### config.mk
export PLATFORM = sky130hd
export DESIGN_NAME = pipe_ctrl
export DESIGN_NICKNAME = d
export VERILOG_FILES = /design/src/rtl/pipe_ctrl_pkg.sv /design/src/rtl/pipe_ctrl.sv
export SDC_FILE = /design/constraint.sdc
export NUM_CORES = 1
export LEC_CHECK = 0
export BUFFER_PORTS_ARGS = -buffer_cell sky130_fd_sc_hd__buf_4
export CELL_PAD_IN_SITES_DETAIL_PLACEMENT = 0
export CELL_PAD_IN_SITES_GLOBAL_PLACEMENT = 1
export CORE_UTILIZATION = 33
export CTS_CLUSTER_DIAMETER = 120
export CTS_CLUSTER_SIZE = 24
export DETAILED_ROUTE_END_ITERATION = 6
export PLACE_DENSITY_LB_ADDON = 0.1
export SLEW_MARGIN = 0
export SYNTH_ARGS = -nofsm -noshare
export SYNTH_HDL_FRONTEND = slang
export SYNTH_SLANG_ARGS = --single-unit
### constraint.sdc
create_clock -name clk -period 2.16 [get_ports clk]
set_clock_uncertainty 0.2 [all_clocks]
set_input_delay 0 -clock clk [delete_from_list [all_inputs] [get_ports clk]]
set_output_delay 0 -clock clk [all_outputs]
set_load 0.1 [all_outputs]
### src/rtl/pipe_ctrl_pkg.sv
// Shared types for the pipeline controller: stall bus encodings and controller states.
package pipe_ctrl_pkg;

    localparam logic RST_ENABLE = 1'b1;

    typedef logic [31:0] inst_addr_t;
    typedef logic [5:0]  stall_t;

    // bit0 PC, bit1 IF, bit2 ID, bit3 EX, bit4 MEM, bit5 WB
    localparam stall_t STALL_NONE = 6'b000000;
    localparam stall_t STALL_ID   = 6'b000111;
    localparam stall_t STALL_EX   = 6'b001111;
    localparam stall_t STALL_MEM  = 6'b011111;

    typedef enum logic [1:0] {
        RUN     = 2'd0,
        MC_BUSY = 2'd1,
        FLUSH   = 2'd2
    } ctrl_state_t;

    // Deepest requesting stage wins: MEM > EX > ID.
    function automatic stall_t stall_merge(input logic req_mem, input logic req_ex,
                                           input logic req_id);
        stall_t s;
        if (req_mem)
            s = STALL_MEM;
        else if (req_ex)
            s = STALL_EX;
        else if (req_id)
            s = STALL_ID;
        else
            s = STALL_NONE;
        return s;
    endfunction

endpackage

### src/rtl/pipe_ctrl.sv
// Central pipeline controller: merges stage stall requests, sequences
// multi-cycle EX ops with a down-counter and issues exception flushes.
//
// state   | meaning
// --------+--------------------------------------------------------
// RUN     | normal operation, stage stall requests merged
// MC_BUSY | multi-cycle EX op counting down, EX held until cnt==0
// FLUSH   | single flush cycle, new_pc carries the latched vector
module pipe_ctrl
    import pipe_ctrl_pkg::*;
#(
    parameter int MC_CNT_W = 6
) (
    input  logic                clk,
    input  logic                rst,
    input  logic                stallreq_id,
    input  logic                stallreq_ex,
    input  logic                stallreq_mem,
    input  logic                ex_mc_req,
    input  logic [MC_CNT_W-1:0] ex_mc_len,
    input  logic                excp_req,
    input  inst_addr_t          excp_vec,
    output stall_t              stall,
    output logic                flush,
    output inst_addr_t          new_pc,
    output logic                ex_mc_done,
    output logic                busy
);

    localparam logic [MC_CNT_W-1:0] CNT_ONE = MC_CNT_W'(1);
    localparam logic [MC_CNT_W-1:0] CNT_TWO = MC_CNT_W'(2);

    ctrl_state_t         state_q, state_d;
    logic [MC_CNT_W-1:0] cnt_q, cnt_d;
    inst_addr_t          vec_q, vec_d;

    logic mc_stall;
    logic mc_done;

    // Next-state, counter and vector latch plus the combinational outputs.
    always_comb begin
        state_d  = state_q;
        cnt_d    = cnt_q;
        vec_d    = vec_q;
        mc_stall = 1'b0;
        mc_done  = 1'b0;

        unique case (state_q)
            RUN: begin
                if (excp_req) begin
                    // Exception beats any op start; the op never enters the counter.
                    vec_d   = excp_vec;
                    state_d = FLUSH;
                end else if (ex_mc_req) begin
                    if (ex_mc_len >= CNT_TWO) begin
                        mc_stall = 1'b1;
                        cnt_d    = ex_mc_len - CNT_TWO;
                        state_d  = MC_BUSY;
                    end else begin
                        // Length 0 or 1 completes in its own request cycle.
                        mc_done = 1'b1;
                    end
                end
            end
            MC_BUSY: begin
                if (excp_req) begin
                    // Aborted op releases EX immediately and never reports done.
                    cnt_d   = '0;
                    vec_d   = excp_vec;
                    state_d = FLUSH;
                end else if (cnt_q != '0) begin
                    // Counting continues under a MEM stall; EX holds its result
                    // until stall[3] drops.
                    mc_stall = 1'b1;
                    cnt_d    = cnt_q - CNT_ONE;
                end else begin
                    mc_done = 1'b1;
                    state_d = RUN;
                end
            end
            FLUSH: begin
                state_d = RUN;
            end
            default: begin
                state_d = RUN;
                cnt_d   = '0;
            end
        endcase

        if (rst == RST_ENABLE || state_q == FLUSH)
            stall = STALL_NONE;
        else
            stall = stall_merge(stallreq_mem, stallreq_ex || mc_stall, stallreq_id);

        flush      = (rst != RST_ENABLE) && (state_q == FLUSH);
        new_pc     = flush ? vec_q : '0;
        ex_mc_done = (rst != RST_ENABLE) && mc_done;
        busy       = (rst != RST_ENABLE) && (state_q == MC_BUSY);
    end

    // State, counter and exception vector registers with synchronous reset.
    always_ff @(posedge clk) begin
        if (rst == RST_ENABLE) begin
            state_q <= RUN;
            cnt_q   <= '0;
            vec_q   <= '0;
        end else begin
            state_q <= state_d;
            cnt_q   <= cnt_d;
            vec_q   <= vec_d;
        end
    end

endmodule

==> flow_metrics.env, run 1 <==
export IMPL_grt_pass1_wl_mm=8.763
export IMPL_top_layer_used="met4"
export IMPL_crit_type="flip-flop to output port"
export IMPL_finalCritPeriodShare_pct=94.46
export IMPL_die_h_um=80.57
export IMPL_placementRows=28
export IMPL_cts_root_buf="clkbuf_8"
export IMPL_r2r_end="vec_q[13]"
export IMPL_drv_slew=0
export IMPL_clk_pin_slew_worst_paths_ps=80
export IMPL_cap_viol_max_count=0
export IMPL_antenna_found_initial=0
export IMPL_io_pins=86
export IMPL_setup_tns_ps=0
export IMPL_hp_class="primary input to flip-flop"
export IMPL_fillers=584
export IMPL_rsz0062_at_grt="no"
export IMPL_synth_seq_cells=40
export IMPL_nets=433
export IMPL_min_delay_start="ex_mc_len[3]"
export IMPL_ys_types=39
export IMPL_start_util_pct=34.40
export IMPL_required_ps=1960
export IMPL_synthesis_nets=316
export IMPL_grt_usage_pct=17.52
export IMPL_core_area_mm2=0.005921
export IMPL_avgSynthCellArea_um2=7.572
export IMPL_cts_sinks=40
export IMPL_routed_wl_mm=5.392
export IMPL_crit_fanout=9
export IMPL_die_area_mm2=0.006491
export IMPL_vdd_ir_drop_worst_mv=0.3056
export IMPL_area_growth_pct=58.91
export IMPL_status="completed"
export IMPL_ant_nets=0
export IMPL_post_dp_cell_area_mm2=0.002758
export IMPL_max_clock_freq_mhz=490.1
export IMPL_stdcell_area_mm2=0.003237
export IMPL_hpwl_mm=3.455
export IMPL_route_met3_wl_um=269
export IMPL_cts_tree="yes"
export IMPL_syn_inst=269
export IMPL_vias=2096
export IMPL_start_kind="flip-flop"
export IMPL_yosys_warnings=0
export IMPL_power_density_mw_per_mm2=547.5
export IMPL_setup_slack_ps=119.6
export IMPL_cts_max_level=2
export IMPL_hold_violations=0
export IMPL_drive_gt1_share_pct=31.35
export IMPL_die_width_um=80.57
export IMPL_rrSetupSlack_ps=170
export IMPL_cts_buffers=5
export IMPL_drc=0
export IMPL_reg2regPathDepth=5
export IMPL_utilization_pct=54.67
export IMPL_setup_violations=0
export IMPL_drtIter0Drc=64
export IMPL_dr_pass1_iters=4
export IMPL_wire_per_inst_um=11.70
export IMPL_fin_crit_ps=2040
export IMPL_p_leak_nw=1.451
export IMPL_grt_max_degree=34
export IMPL_num_antenna_cells=0
export IMPL_ys_seq_area_share_pct=39.31
export IMPL_wl_met2_mm=2.717
export IMPL_syn_area_mm2=0.002037
export IMPL_dp_slack_ps=401.2
export IMPL_hold_depth=5
export IMPL_clock_path_buffers=2
export IMPL_r2r_start="state_q[1]"
export IMPL_numPortBuffers=84
export IMPL_clkLatencyLatePin_ps=290
export IMPL_met1_length_mm=2.348
export IMPL_cp_end_kind="output port"
export IMPL_gp_congestion=0.8030
export IMPL_vias_per_cell=4.547
export IMPL_cp_data_arrival_time_ps=1840
export IMPL_grt_ovfl_total=0
export IMPL_grt_pass1_vias=1989
export IMPL_min_to="cnt_q[5]"
-- cells in the final DEF (no fill, tap or decap), types with 2 or more instances in the layout --
master,count
a21oi_1,37
a32oi_1,2
and2_1,24
and2_2,9
buf_4,90
buf_6,2
clkbuf_8,5
dfxtp_1,40
dlygate4sd3_1,39
ha_1,2
inv_1,9
nand2_1,68
nand2b_1,5
nor2_1,12
nor2b_1,2
nor3_1,3
nor3b_2,2
o21ai_0,3
o32ai_2,3
or3_1,2
or4_1,2
xor2_1,2
-- stage by stage --
step                      instances  hold slack, ps  power (W)
after global routing            461           47.84   0.001880
final                           461           2.979   0.001772
after CTS                       461           5.068   0.001802
after detailed placement        415           54.91   0.001253
after global placement          415           46.38   0.001252
after floorplan                 269          -64.04   0.001119
-- registers in the layout (all words and copies together), names as in the netlist --
| register | flops |
|---|---|
| vec_q | 32 |
| cnt_q | 6 |
| state_q | 2 |
-- worst max-delay path by stage --
stage	startpoint	end	slack (ps)	cells after the start
2_1_floorplan	state_q[0]	stall[1]	-110	5
3_3_place_gp	cnt_q[2]	cnt_q[0]	420	5
3_5_place_dp	state_q[1]	ex_mc_done	400	5
4_1_cts	state_q[0]	ex_mc_done	70	5
5_1_grt	state_q[1]	ex_mc_done	10	5
6_report	state_q[1]	ex_mc_done	120	5
-- area by class of cell --
class                      count  area [um^2]  share of cell area [%]
sequential                    40        800.8                   24.74
tap                           75        93.84                   2.899
multi-input combinational    199         1139                   35.18
timing repair buffer         131         1089                   33.63
clock inverter                 2        12.51                  0.3865
clock buffer                   5        68.82                   2.126
inverter                       9        33.78                   1.044
-- cells in the mapped netlist --
| cell | count | area [um^2] |
|---|---|---|
| a21oi_1 | 39 | 195.2 |
| o22ai_4 | 1 | 20.02 |
| or3_4 | 1 | 11.26 |
| o32ai_1 | 1 | 8.760 |
| o32ai_2 | 3 | 48.80 |
| ha_1 | 2 | 25.02 |
| a22oi_2 | 1 | 12.51 |
| inv_1 | 9 | 33.78 |
| buf_2 | 1 | 5.000 |
| nor2_1 | 13 | 48.80 |
| nand2_1 | 68 | 255.2 |
| nand2b_1 | 5 | 31.28 |
| xnor2_1 | 1 | 8.760 |
| o21ai_0 | 3 | 15.01 |
| clkbuf_1 | 14 | 52.55 |
| buf_4 | 3 | 22.52 |
| nand3b_1 | 1 | 7.510 |
| dfxtp_1 | 40 | 800.8 |
| or4_1 | 2 | 15.01 |
| conb_1 | 1 | 3.750 |
| a32oi_1 | 2 | 17.52 |
| a2bb2oi_1 | 1 | 8.760 |
| nor3_1 | 3 | 15.01 |
| buf_6 | 2 | 22.52 |
| o31ai_1 | 1 | 7.510 |
| nand4b_1 | 1 | 8.760 |
| a21boi_1 | 1 | 7.510 |
| xor2_1 | 2 | 17.52 |
| buf_1 | 1 | 3.750 |
| or3_1 | 2 | 12.51 |
| nor4_1 | 1 | 6.260 |
| and4b_1 | 1 | 10.01 |
| o21ai_1 | 1 | 5.000 |
| nor3b_1 | 1 | 7.510 |
| nor4b_1 | 1 | 8.760 |
| and3_1 | 1 | 6.260 |
| nor2b_1 | 3 | 18.77 |
| and2_1 | 33 | 206.5 |
| nor3b_2 | 2 | 25.02 |
-- layer usage --
metal | track usage (%) | vias to the layer above
li1 | - | 1110
met1 | 19.52 | 933
met2 | 32.37 | 48
met3 | 4.886 | 5
met4 | 4.286 | 0
met5 | 0 | -
-- power by group --
part | switching (W) | internal [W] | total, W | leakage [nW]
sequential | 0.0000240 | 0.000781 | 0.000805 | 0.329
clock | 0.000262 | 0.000219 | 0.000481 | 0.0400
combinational | 0.000284 | 0.000202 | 0.000487 | 1.08
total | 0.000570 | 0.00120 | 0.00177 | 1.45
-- cell families (layout without fill, tap and decap cells) --
kind of cell	count (synthesis)	in the layout	synth area share, %
fa+ha+maj	2	2	1.228
buf+inv	30	147	6.879
xor+xnor	3	3	1.290
flops	40	40	39.31
compound gates	54	54	17.02
simple gates	139	139	34.09
other cells	1	1	0.1841
-- timing repair --
action	CTS	global route
endpoints found under the setup margin	0	2
hold endpoints to repair	40	0
resized for setup	0	2
buffers inserted	0	0
hold buffers	39	0
-- worst max-delay path, cell delays in order (launching register included) --
cell and delay, ps:
dfxtp_1 410, nor2_1 180, nand3b_1 110, or4_1 460, a21boi_4 150, buf_6 230
Power figures use the tool's default switching activity.
==> inputs of run 2 (changes only) <==
--- a/config.mk
+++ b/config.mk
@@ -12,7 +12,9 @@
 export CTS_CLUSTER_DIAMETER = 120
 export CTS_CLUSTER_SIZE = 24
 export DETAILED_ROUTE_END_ITERATION = 6
+export HOLD_SLACK_MARGIN = 0.06
 export PLACE_DENSITY_LB_ADDON = 0.1
+export RECOVER_POWER = 100
 export SLEW_MARGIN = 0
 export SYNTH_ARGS = -nofsm -noshare
 export SYNTH_HDL_FRONTEND = slang
==> flow_metrics.env, run 2 (same netlist as run 1, synthesis figures left out) <==
export IMPL_die_width_um=80.57
export IMPL_critPathSlowestCell="or4_1"
export IMPL_cp_end_kind="output port"
export IMPL_drv_slew=0
export IMPL_cts_tree="yes"
export IMPL_wire_per_inst_um=11.65
export IMPL_grt_usage_pct=17.66
export IMPL_fin_crit_ps=2041
export IMPL_setup_tns_ps=0
export IMPL_start_kind="flip-flop"
export IMPL_clkLatencyLatePin_ps=290
export IMPL_grt_pass1_wl_mm=8.866
export IMPL_crit_type="flip-flop to output port"
export IMPL_final_cell_mix="buf_4, nand2_1, dlygate4sd3_1"
export IMPL_dp_cells=415
export IMPL_area_growth_pct=59.71
export IMPL_p_leak_nw=1.438
export IMPL_cts_max_level=2
export IMPL_start_util_pct=34.40
export IMPL_gp_congestion=0.8030
export IMPL_dr_pass1_iters=4
export IMPL_grt_max_degree=34
export IMPL_nets=437
export IMPL_crit_fanout=9
export IMPL_core_area_mm2=0.005921
export IMPL_fin_cells=465
export IMPL_drc=0
export IMPL_cp_data_arrival_time_ps=1840
export IMPL_drive_gt1_share_pct=30.51
export IMPL_vdd_ir_drop_worst_mv=0.3076
export IMPL_grt_ovfl_total=0
export IMPL_die_h_um=80.57
export IMPL_clk_pin_slew_worst_paths_ps=80
export IMPL_antenna_found_initial=0
export IMPL_hpwl_mm=3.455
export IMPL_slew_limit_headroom_pct=58.92
export IMPL_numPortBuffers=84
export IMPL_layout_commonest_cell="buf_4"
export IMPL_wl_met2_mm=2.726
export IMPL_crit_buf_inv=1
export IMPL_grt_pass1_vias=2021
export IMPL_largestRegisters="vec_q (32), cnt_q (6), state_q (2)"
export IMPL_finalCritPeriodShare_pct=94.47
export IMPL_utilization_pct=54.95
export IMPL_required_ps=1960
export IMPL_max_clock_freq_mhz=490.1
export IMPL_largest_reg_flops=32
export IMPL_regMostFlops="vec_q"
export IMPL_io_pins=86
export IMPL_placementRows=28
export IMPL_status="completed"
export IMPL_routed_wl_mm=5.419
export IMPL_vias=2114
export IMPL_regArea_um2=800.8
export IMPL_clock_path_buffers=2
export IMPL_die_area_mm2=0.006491
export IMPL_cts_setup_buffers=0
export IMPL_multi_input_area_mm2=0.001124
export IMPL_power_density_mw_per_mm2=545.0
export IMPL_cts_sinks=40
export IMPL_post_dp_cell_area_mm2=0.002758
export IMPL_rsz0062_at_grt="no"
export IMPL_cts_buffers=5
export IMPL_stdcell_area_mm2=0.003253
export IMPL_path_cells="nor2_1 > nand3b_1 > or4_1 > a21boi_4 > buf_6"
export IMPL_num_antenna_cells=0
export IMPL_cap_viol_max_count=0
export IMPL_hold_slack_ps=60.36
export IMPL_cp_top_family="simple AND/OR/NAND/NOR gates"
export IMPL_worst_pin_slew_ps=616.2
export IMPL_ant_nets=0
export IMPL_hold_violations=0
export IMPL_cts_root_buf="clkbuf_8"
export IMPL_hp_class="primary input to flip-flop"
export IMPL_cp_slowest_stage_delay_ps=460
export IMPL_vias_per_cell=4.546
export IMPL_fillers=587
export IMPL_top_layer_used="met4"
export IMPL_setup_violations=0
export IMPL_route_met3_wl_um=257
export IMPL_met1_length_mm=2.377
export IMPL_drtIter0Drc=69
run 2: cell types whose count changed in the layout (fill, tap and decap cells not counted):
cell	delta
and2_0	+16
clkbuf_1	+1
nor4_2	+1
and2_1	-16
o32ai_2	-1
o22ai_1	+1
nor4_1	-1
o22ai_4	-1
dlygate4sd3_1	+4
buf_4	-13
o32ai_1	+1
clkbuf_4	+10
clkbuf_2	+2
run 2: cell type report:
cell class                      instances  share of cell area [%]
Clock buffer                            5                   2.115
Tap cell                               75                   2.885
Timing Repair Buffer                  135                   34.42
Sequential cell                        40                   24.62
Clock inverter                          2                  0.3846
Inverter                                9                   1.038
Multi-Input combinational cell        199                   34.54
run 2: per-stage QoR:
| stage | total power [W] | setup slack (ps) |
|---|---|---|
| 3_3_place_gp | 0.001252 | 419.6 |
| 5_1_grt | 0.001880 | 0.3770 |
| 4_1_cts | 0.001808 | 73.04 |
| 2_1_floorplan | 0.001119 | -113.9 |
| 3_5_place_dp | 0.001253 | 401.2 |
| 6_report | 0.001773 | 119.5 |
run 2: power breakdown:
group          total [W]  internal (W)  switching [W]
Sequential      0.000806      0.000781      0.0000248
Combinational   0.000485      0.000203       0.000282
Clock           0.000482      0.000219       0.000263
Total            0.00177       0.00120       0.000570
run 2: final timing paths:
kind,startpoint,to,slack [ps],cells past startpoint
setup / recovery,state_q[1],ex_mc_done,120,5
hold / removal,ex_mc_len[2],cnt_q[4],60,5
setup reg to reg,cnt_q[2],state_q[0],130,7
hold reg to reg,vec_q[31],vec_q[31],250,2
run 2: metal layers:
| metal | vias up | track usage, % |
|---|---|---|
| met3 | 5 | 4.886 |
| li1 | 1118 | - |
| met4 | 0 | 4.286 |
| met5 | - | 0 |
| met2 | 43 | 32.63 |
| met1 | 948 | 19.73 |
run 2: what timing repair did:
item                                    in CTS  in global routing
endpoints found under the setup margin       0                  3
gates resized for setup                      0                  3
endpoints found under the hold margin       40                  0
hold buffers                                43                  0
run 2: tightest hold or removal path: stages:
cell,delay [ps]
buf_4,80
or3_4,120
xnor2_1,130
a32oi_1,80
o32ai_2,90
